$ cat src/rtl/random_pkg.sv
// Shared types and helpers for the random_bank generator array.
// Seeds, LFSR polynomial and FSM encoding live here.
package random_pkg;

    localparam logic [15:0] LFSR_POLY = 16'hB400;

    typedef enum logic [1:0] {
        IDLE,
        DRAW,
        DONE
    } state_t;

    // A zero seed would lock the LFSR, so it is replaced by 1.
    function automatic logic [15:0] seed_for(int i, logic [15:0] base);
        logic [15:0] s;
        s = base ^ 16'((i + 1) * 32'h1F35);
        return (s == 16'h0000) ? 16'h0001 : s;
    endfunction

endpackage

$ cat src/rtl/random_bank_lfsr16.sv
// 16-bit Galois LFSR, free running from reset.
// Steps every clock regardless of what the consumer is doing.
module lfsr16
    import random_pkg::*;
#(
    parameter logic [15:0] SEED = 16'h0001
) (
    input  logic        clk,
    input  logic        resetN,
    output logic [15:0] state
);

    always_ff @(posedge clk or negedge resetN) begin
        if (!resetN) begin
            state <= SEED;
        end else if (state[0]) begin
            state <= (state >> 1) ^ LFSR_POLY;
        end else begin
            state <= state >> 1;
        end
    end

endmodule

$ cat src/rtl/random_bank.sv
// Bank of LFSR-backed generators drawing uniform values inside
// per-channel ranges, using bounded rejection sampling.
module random_bank
    import random_pkg::*;
#(
    parameter int          CHANNELS  = 3,
    parameter int          WIDTH     = 4,
    parameter logic [15:0] SEED      = 16'hACE1,
    parameter int          MAX_TRIES = 8
) (
    input  logic                             clk,
    input  logic                             resetN,
    input  logic                             trigger,
    input  logic [CHANNELS-1:0][WIDTH-1:0]   rangeMin,
    input  logic [CHANNELS-1:0][WIDTH-1:0]   rangeMax,
    output logic [CHANNELS-1:0][WIDTH-1:0]   randomNumbers,
    output logic                             valid,
    output logic                             busy,
    output logic [CHANNELS-1:0]              rangeErr
);

    localparam int             TW   = $clog2(MAX_TRIES + 1);
    localparam logic [TW-1:0]  LAST = TW'(MAX_TRIES - 1);

    state_t                           state;
    logic                             trigger_d;
    logic [TW-1:0]                    tries;
    logic [CHANNELS-1:0]              acc;
    logic [CHANNELS-1:0][WIDTH-1:0]   lo;
    logic [CHANNELS-1:0][WIDTH-1:0]   hi;
    logic [CHANNELS-1:0][WIDTH-1:0]   res;

    logic [15:0]                      lfsr [CHANNELS];
    logic [CHANNELS-1:0][WIDTH-1:0]   cand;
    logic [CHANNELS-1:0][WIDTH-1:0]   pick;
    logic [CHANNELS-1:0]              hit;
    logic [CHANNELS-1:0]              take;
    logic                             last_try;
    logic                             rise;
    logic                             lfsr_unused;

    for (genvar g = 0; g < CHANNELS; g++) begin : gen_ch
        lfsr16 #(
            .SEED (seed_for(g, SEED))
        ) u_lfsr (
            .clk    (clk),
            .resetN (resetN),
            .state  (lfsr[g])
        );
    end

    assign rise     = trigger & ~trigger_d;
    assign last_try = (tries == LAST);

    // A channel accepts on a hit, on a degenerate range, or on the
    // final try, where it falls back to its lower bound.
    always_comb begin
        cand        = '0;
        pick        = '0;
        hit         = '0;
        take        = '0;
        lfsr_unused = 1'b0;
        for (int i = 0; i < CHANNELS; i++) begin
            cand[i]     = lfsr[i][WIDTH-1:0];
            hit[i]      = (cand[i] >= lo[i]) && (cand[i] <= hi[i]);
            pick[i]     = hit[i] ? cand[i] : lo[i];
            take[i]     = ~acc[i] & (hit[i] | last_try | (lo[i] == hi[i]));
            lfsr_unused = lfsr_unused ^ (^lfsr[i]);
        end
    end

    always_ff @(posedge clk or negedge resetN) begin
        if (!resetN) begin
            state         <= IDLE;
            trigger_d     <= 1'b0;
            tries         <= '0;
            acc           <= '0;
            lo            <= '0;
            hi            <= '0;
            res           <= '0;
            randomNumbers <= '0;
            valid         <= 1'b0;
            busy          <= 1'b0;
            rangeErr      <= '0;
        end else begin
            trigger_d <= trigger;
            valid     <= 1'b0;
            unique case (state)
                IDLE: begin
                    if (rise) begin
                        lo    <= rangeMin;
                        hi    <= rangeMax;
                        tries <= '0;
                        busy  <= 1'b1;
                        state <= DRAW;
                        for (int i = 0; i < CHANNELS; i++) begin
                            rangeErr[i] <= rangeMin[i] > rangeMax[i];
                            acc[i]      <= rangeMin[i] > rangeMax[i];
                            res[i]      <= rangeMin[i];
                        end
                    end
                end
                DRAW: begin
                    for (int i = 0; i < CHANNELS; i++) begin
                        if (take[i]) begin
                            res[i] <= pick[i];
                        end
                    end
                    acc <= acc | take;
                    if (&(acc | take)) begin
                        state <= DONE;
                    end else begin
                        tries <= tries + 1'b1;
                    end
                end
                DONE: begin
                    randomNumbers <= res;
                    valid         <= 1'b1;
                    busy          <= 1'b0;
                    state         <= IDLE;
                end
                default: begin
                    busy  <= 1'b0;
                    state <= IDLE;
                end
            endcase
        end
    end

endmodule
$ cat config.mk
export PLATFORM = sky130hd
export DESIGN_NAME = random_bank
export DESIGN_NICKNAME = d
export VERILOG_FILES = /design/src/rtl/random_pkg.sv /design/src/rtl/random_bank_lfsr16.sv /design/src/rtl/random_bank.sv
export SDC_FILE = /design/constraint.sdc
export NUM_CORES = 1
export LEC_CHECK = 0
export ABC_AREA = 1
export CORE_AREA = 5 5 99 101
export CTS_CLUSTER_DIAMETER = 150
export DETAILED_ROUTE_END_ITERATION = 12
export DIE_AREA = 0 0 104 106
export PLACE_DENSITY = 0.86
export SYNTH_ARGS = -nofsm -noshare
export SYNTH_HDL_FRONTEND = slang
export SYNTH_SLANG_ARGS = --single-unit
$ cat constraint.sdc
create_clock -name clk -period 3 [get_ports clk]
set_input_delay 0.45 -clock clk [delete_from_list [all_inputs] [get_ports clk]]
set_output_delay 0.45 -clock clk [all_outputs]
set_load 0.005 [all_outputs]
# Word level (Yosys, flattened, before mapping)

Cells that the tools add are included.

Register bits after elaboration: 111
Output and inout bits: 17
Word-level logic and storage cells: 99

$add $sub $neg: 1
Magnitude comparators: 9
Equality and inequality tests: 12
Mux-type cells: 22
Bitwise gates (word level): 19
Reduce and logical (&&, ||, !) cells: 14

Operators by type and width:

| operator                                             | number |
|---|---|
| 2-to-1 mux 16 bit                                    | 3 |
| 2-to-1 mux 4 bit                                     | 8 |
| case mux 12 bit (2 select lines)                     | 1 |
| AND reduction 3 bit                                  | 5 |
| equality test 4 bit                                  | 3 |
| >= comparator 4 bit                                  | 3 |
| > comparator 4 bit                                   | 3 |
| less-or-equal comparator 4 bit                       | 3 |
| 2-to-1 mux 12 bit                                    | 1 |
| inequality test 2 bit (second input constant)        | 6 |
| inverter 3 -> 4 bit                                  | 3 |
| case mux 4 bit (2 select lines)                      | 1 |
| AND reduction 2 bit                                  | 4 |
| bitwise OR 1 bit                                     | 6 |
| case mux 3 bit (2 select lines)                      | 1 |
| inverter 1 bit                                       | 5 |
| adder 4 x 1 -> 4 bit (second input constant)         | 1 |
| bitwise AND 1 bit                                    | 4 |
| equality test 4 x 3 -> 1 bit (second input constant) | 1 |
| 2-to-1 mux 2 bit                                     | 2 |
| case mux 2 bit (2 select lines)                      | 1 |
| logical AND 1 bit                                    | 3 |
| 2-to-1 mux 3 bit                                     | 1 |
| bitwise OR 3 bit                                     | 1 |
| other kinds (6)                                      | 7 |

# Longest topological paths before layout

Word-level depth: 9
Mapped depth: 15
Mapped depth without buffers: 15

# By module

From an unflattened synthesis, not the netlist that was laid out.

Cell total of the unflattened synthesis: 605
Area, all modules: 5282.6 um^2

Modules (own cells, without submodules):

| module                     | times used | cells an instance | area an instance (um^2) | sequential area each (um^2) |
|---|---|---|---|---|
| random_bank                | 1          | 518               | 3901.2                  | 1576.5 |
| lfsr16 at gen_ch[2].u_lfsr | 1          | 29                | 462.9                   | 414.1 |
| lfsr16 at gen_ch[0].u_lfsr | 1          | 29                | 460.4                   | 411.6 |
| lfsr16 at gen_ch[1].u_lfsr | 1          | 29                | 457.9                   | 409.1 |

# Worst setup path before layout

Ideal clock, no wire load.

Path type: reg-to-reg
Start: reg gen_ch[1].u_lfsr.state[0]
End: reg tries[0]
Arrival time: 1.591 ns
Data required time: 2.883 ns
Slack: 1.291 ns
Cell stages (with the launch flop): 11
Buffers on the path: 0
Cell sequence: dfstp_2 -> inv_1 -> ha_1 -> nand3_1 -> nand3_1 -> nand2_2 -> nand3_1 -> nand3_2 -> nand2_2 -> nand3_1 -> nand2_1

Cells in the longest elaborated chain, start to end: 9
Elaborated cells between the ends (all ways): 10
Classes of those cells: order compare: 2; eq/ne: 1; bitwise: 4; reduce/logical: 3

Ends and longest elaborated chain:

| item                                                                         | RTL line                 | source |
|---|---|---|
| start, declared                                                              | random_bank_lfsr16.sv:10 | `output logic [15:0] state` |
| start signal, assigned                                                       | random_bank_lfsr16.sv:17 | `state <= (state >> 1) ^ LFSR_POLY;` |
| start signal, assigned                                                       | random_bank_lfsr16.sv:19 | `state <= state >> 1;` |
| >= comparator 4 bit / less-or-equal comparator 4 bit (equally long branches) | random_bank.sv:65        | `hit[i] = (cand[i] >= lo[i]) && (cand[i] <= hi[i]);` |
| logical AND 1 bit *                                                          | random_bank.sv:65        |  |
| bitwise OR 1 bit * (2 in series)                                             | random_bank.sv:67        | `take[i] = ~acc[i] & (hit[i] \| last_try \| (lo[i] == hi[i]));` |
| bitwise AND 1 bit *                                                          | random_bank.sv:67        |  |
| bitwise OR 3 bit *                                                           | random_bank.sv:110       | `if (&(acc \| take)) begin` |
| AND reduction 3 bit *                                                        | random_bank.sv:110       |  |
| inequality test 2 bit (no source line) *                                     | n/a                      |  |
| AND reduction 3 bit (no source line) *                                       | n/a                      |  |
| end signal, assigned                                                         | random_bank.sv:113       | `tries <= tries + 1'b1;` |
| end, declared                                                                | random_bank.sv:27        | `logic [TW-1:0] tries;` |

Every way passes the cells marked *; elsewhere a longest branch is shown, timed or not.
A chain may end at the register's enable or synchronous reset.

# Worst setup path in the final report

Start: reg gen_ch[2].u_lfsr.state[3]
End: reg tries[2]

Cells in the longest elaborated chain, start to end: 9
Elaborated cells between the ends (all ways): 10
Classes of those cells: order compare: 2; eq/ne: 1; bitwise: 4; reduce/logical: 3

Ends and longest elaborated chain:

| item                                                                         | RTL line |
|---|---|
| start, declared                                                              | random_bank_lfsr16.sv:10 |
| start signal, assigned                                                       | random_bank_lfsr16.sv:17 |
| start signal, assigned                                                       | random_bank_lfsr16.sv:19 |
| >= comparator 4 bit / less-or-equal comparator 4 bit (equally long branches) | random_bank.sv:65 |
| logical AND 1 bit *                                                          | random_bank.sv:65 |
| bitwise OR 1 bit * (2 in series)                                             | random_bank.sv:67 |
| bitwise AND 1 bit *                                                          | random_bank.sv:67 |
| bitwise OR 3 bit *                                                           | random_bank.sv:110 |
| AND reduction 3 bit *                                                        | random_bank.sv:110 |
| inequality test 2 bit (no source line) *                                     | n/a |
| AND reduction 3 bit (no source line) *                                       | n/a |

Marks and branches as above.

==> metrics.yaml <==
vias_per_cell: 5.20
postRouteAntennaNets: 0
ys_seq_area_frac: 0.544
synth_common_cells: "nand2_1 (201), dfrtp_1 (84), inv_1 (71)"
syn-num-nets: 639
grt_antenna_before_repair: 0
maxCapViolations: 0
ctsHoldBuffers: 0
row_count: 35
end_kind: "flop"
wl_per_cell_um: 13.5
use_met2: 0.322
cts_buffers: 9
design.core.area_mm2: 0.00893
worstSkewPairLatency_ns: 0.37
async_reset_ff_frac: 1.00
die-area_mm2: 0.0110
grtUsageTotal: 0.195
grt_util_met3: 0.0322
area_growth_pct: 13.9
yosys.area.top_type_share: 0.407
h-tree-depth: 3
critPathMostFrequentCell: "nand3_1"
tns_ns: 0
dpl.cell_count: 720
fin_skew_ns: 0.0158
clk_pin_slew_ns: 0.10
max_freq_mhz: 496
pin_count: 44
crit_chain: "ha_1 > nand2_1 > inv_1 > nand3_1 > nand3_1 > nand2_1 > nand3_1 > nand3_2 > nand2_2 > nand3_1 > nand2_1"
relSlewSlack: 0.505
setup_viol: 0
postCtsSetupBuffers: 0
vias: 3829
fin_area_mm2: 0.00589
io_buffers: 43
synthTopCellsByArea: "dfrtp_1 (41%), nand2_1 (15%), dfstp_2 (14%)"
drt_pre_antenna_iters: 4
cts_tree: "yes"
hpwl_mm: 7.36
tightest_slew_ns: 0.740
die_h_um: 106
grt_busiest_layer: "met2"
slowest_stage: "dfstp_2"
drt-initial-drc-count: 182
grt_pass1_wl_mm: 17.8
critPathTopFamily: "simple AND/OR/NAND/NOR gates"
power_density_mw_per_mm2: 864
p_leak_nw: 3.09
instances_no_fill: 736
rsz0062_at_grt: "false"
clock-root-buffer: "clkbuf_8"
start_util: 0.579
crit_type: "reg2reg"
hold_path.class: "in2async"
crit_buf_inv: 1
status: "finished, final reports clean"
synthFlopType: "dfrtp_1"
layout.nets: 684
period_minus_slack_ns: 2.02
ys_seq_elements: 111
ir_drop_uv: 356
required_ns: 3.26
routabilityCongestion: 0.890
worstPathArrival_ns: 2.28
drive_gt1_frac: 0.0992
grt_pass1_vias: 3949
drc: 0
routed_wl_mm: 9.97
utilization: 0.659
synth_most_common_cell: "nand2_1"
grt-ovfl-total: 0
fill_cells: 715
ctsResizeCount: 0
synth-edff-count: 0
drv_slew: 0
syn_avg_cell_area_um2: 8.99
slowest_delay_ns: 0.58
period_share: 0.672
n_antenna_cell: 0
grt_start_max_net_pins: 62
hold_viol: 0
die_w_um: 104
post_dp_cell_area_mm2: 0.00571
synth_area_mm2: 0.00517
cts_num_sinks: 111
ys_types: 27
cp-start-kind: "flop"
cp_max_fo: 7
syn_inst: 575
use_met1: 0.259
ys_warn_count: 0
cts.path.max_buffers: 2
yosys.area.top_type: "dfrtp_1"
-- cells by family (layout without fill, tap and decap cells) --
family | after synthesis | count (layout) | share of synthesized area
adder cells (fa/ha/maj) | 37 | 37 | 0.0896
buffers and inverters | 87 | 137 | 0.0658
AND/OR/NAND/NOR | 260 | 260 | 0.207
AO/OA/AOI/OAI | 67 | 67 | 0.0714
flip-flops | 111 | 111 | 0.544
XOR/XNOR | 13 | 13 | 0.0220
-- report_power, final --
| group | switching [mW] | internal [mW] |
|---|---|---|
| registers | 0.231 | 1.87 |
| logic | 1.32 | 0.830 |
| clock network | 0.518 | 0.312 |
| total | 2.07 | 3.01 |
-- cells in the final DEF (no fill, tap or decap) --
cell	netlist	final
a21oi_2	1	1
clkinv_2	0	1
xor2_1	10	10
clkinvlp_4	0	1
a32oi_1	1	1
inv_4	0	1
inv_1	71	71
a21oi_1	17	17
nand2_1	201	201
xnor2_1	3	3
nand3b_1	2	2
nand3_1	31	31
clkbuf_8	0	9
dfrtp_1	84	84
o211ai_2	1	1
ha_1	37	37
o211ai_1	6	6
nor2_1	15	15
inv_2	4	4
clkdlybuf4s50_1	0	42
clkinv_1	1	1
inv_6	0	3
buf_4	0	2
nand4_1	1	1
dfstp_2	27	27
nand3_2	3	3
a2bb2oi_1	1	1
nand2_2	6	6
clkinv_4	0	1
o21ai_0	37	37
nor3_4	1	1
o21ai_1	3	3
buf_12	0	1
-- cell type report --
type | count | area, um2 | share of cell area
sequential | 111 | 2810 | 0.478
multi-input combinational | 377 | 2020 | 0.343
timing repair buffer | 45 | 455 | 0.0774
inverter | 76 | 285 | 0.0485
tap | 111 | 139 | 0.0236
clock buffer | 9 | 124 | 0.0210
clock inverter | 7 | 53.8 | 0.00914
-- worst reg2reg max path: stages, from the launching register on --
cell and delay (ns):
dfstp_2 0.58, ha_1 0.25, nand2_1 0.08, inv_1 0.06, nand3_1 0.09, nand3_1 0.08
nand2_1 0.19, nand3_1 0.20, nand3_2 0.15, nand2_2 0.09, nand3_1 0.10, nand2_1 0.05
-- stage by stage --
step                hold slack [ns]  power, mW  setup WS [ns]
floorplan                     0.154       3.59           1.29
finish                       0.0957       5.08          0.984
CTS                           0.113       5.10           1.00
detailed placement            0.337       4.26           1.00
global placement              0.336       4.15           1.06
global route                  0.144       5.56          0.794
-- per-layer routing --
layer / wire [um] / share of wire
met1: 4630 / 0.46
met2: 4720 / 0.47
met3: 403 / 0.040
met4: 224 / 0.022
met5: 0 / 0
-- worst paths after layout --
path / start / to / slack [ns] / depth (start not counted)
worst max-delay path: gen_ch[2].u_lfsr.state[3] / tries[2] / 0.98 / 11
worst min-delay path: resetN / gen_ch[0].u_lfsr.state[11] / 0.1 / 1
worst max register to register: gen_ch[2].u_lfsr.state[3] / tries[2] / 0.98 / 11
worst min register to register: gen_ch[0].u_lfsr.state[10] / gen_ch[0].u_lfsr.state[9] / 0.36 / 0
max in group asynchronous: resetN / gen_ch[2].u_lfsr.state[1] / 2.15 / 2
min in group clk: gen_ch[0].u_lfsr.state[10] / gen_ch[0].u_lfsr.state[9] / 0.36 / 0
-- registers in the layout (all words and copies together) (netlist names), 2 cells and up --
register	flops
gen_ch.u_lfsr.state	48
hi	12
lo	12
randomNumbers	12
res	12
tries	4
acc	3
rangeErr	3
state	2
Power figures use the tool's default switching activity.
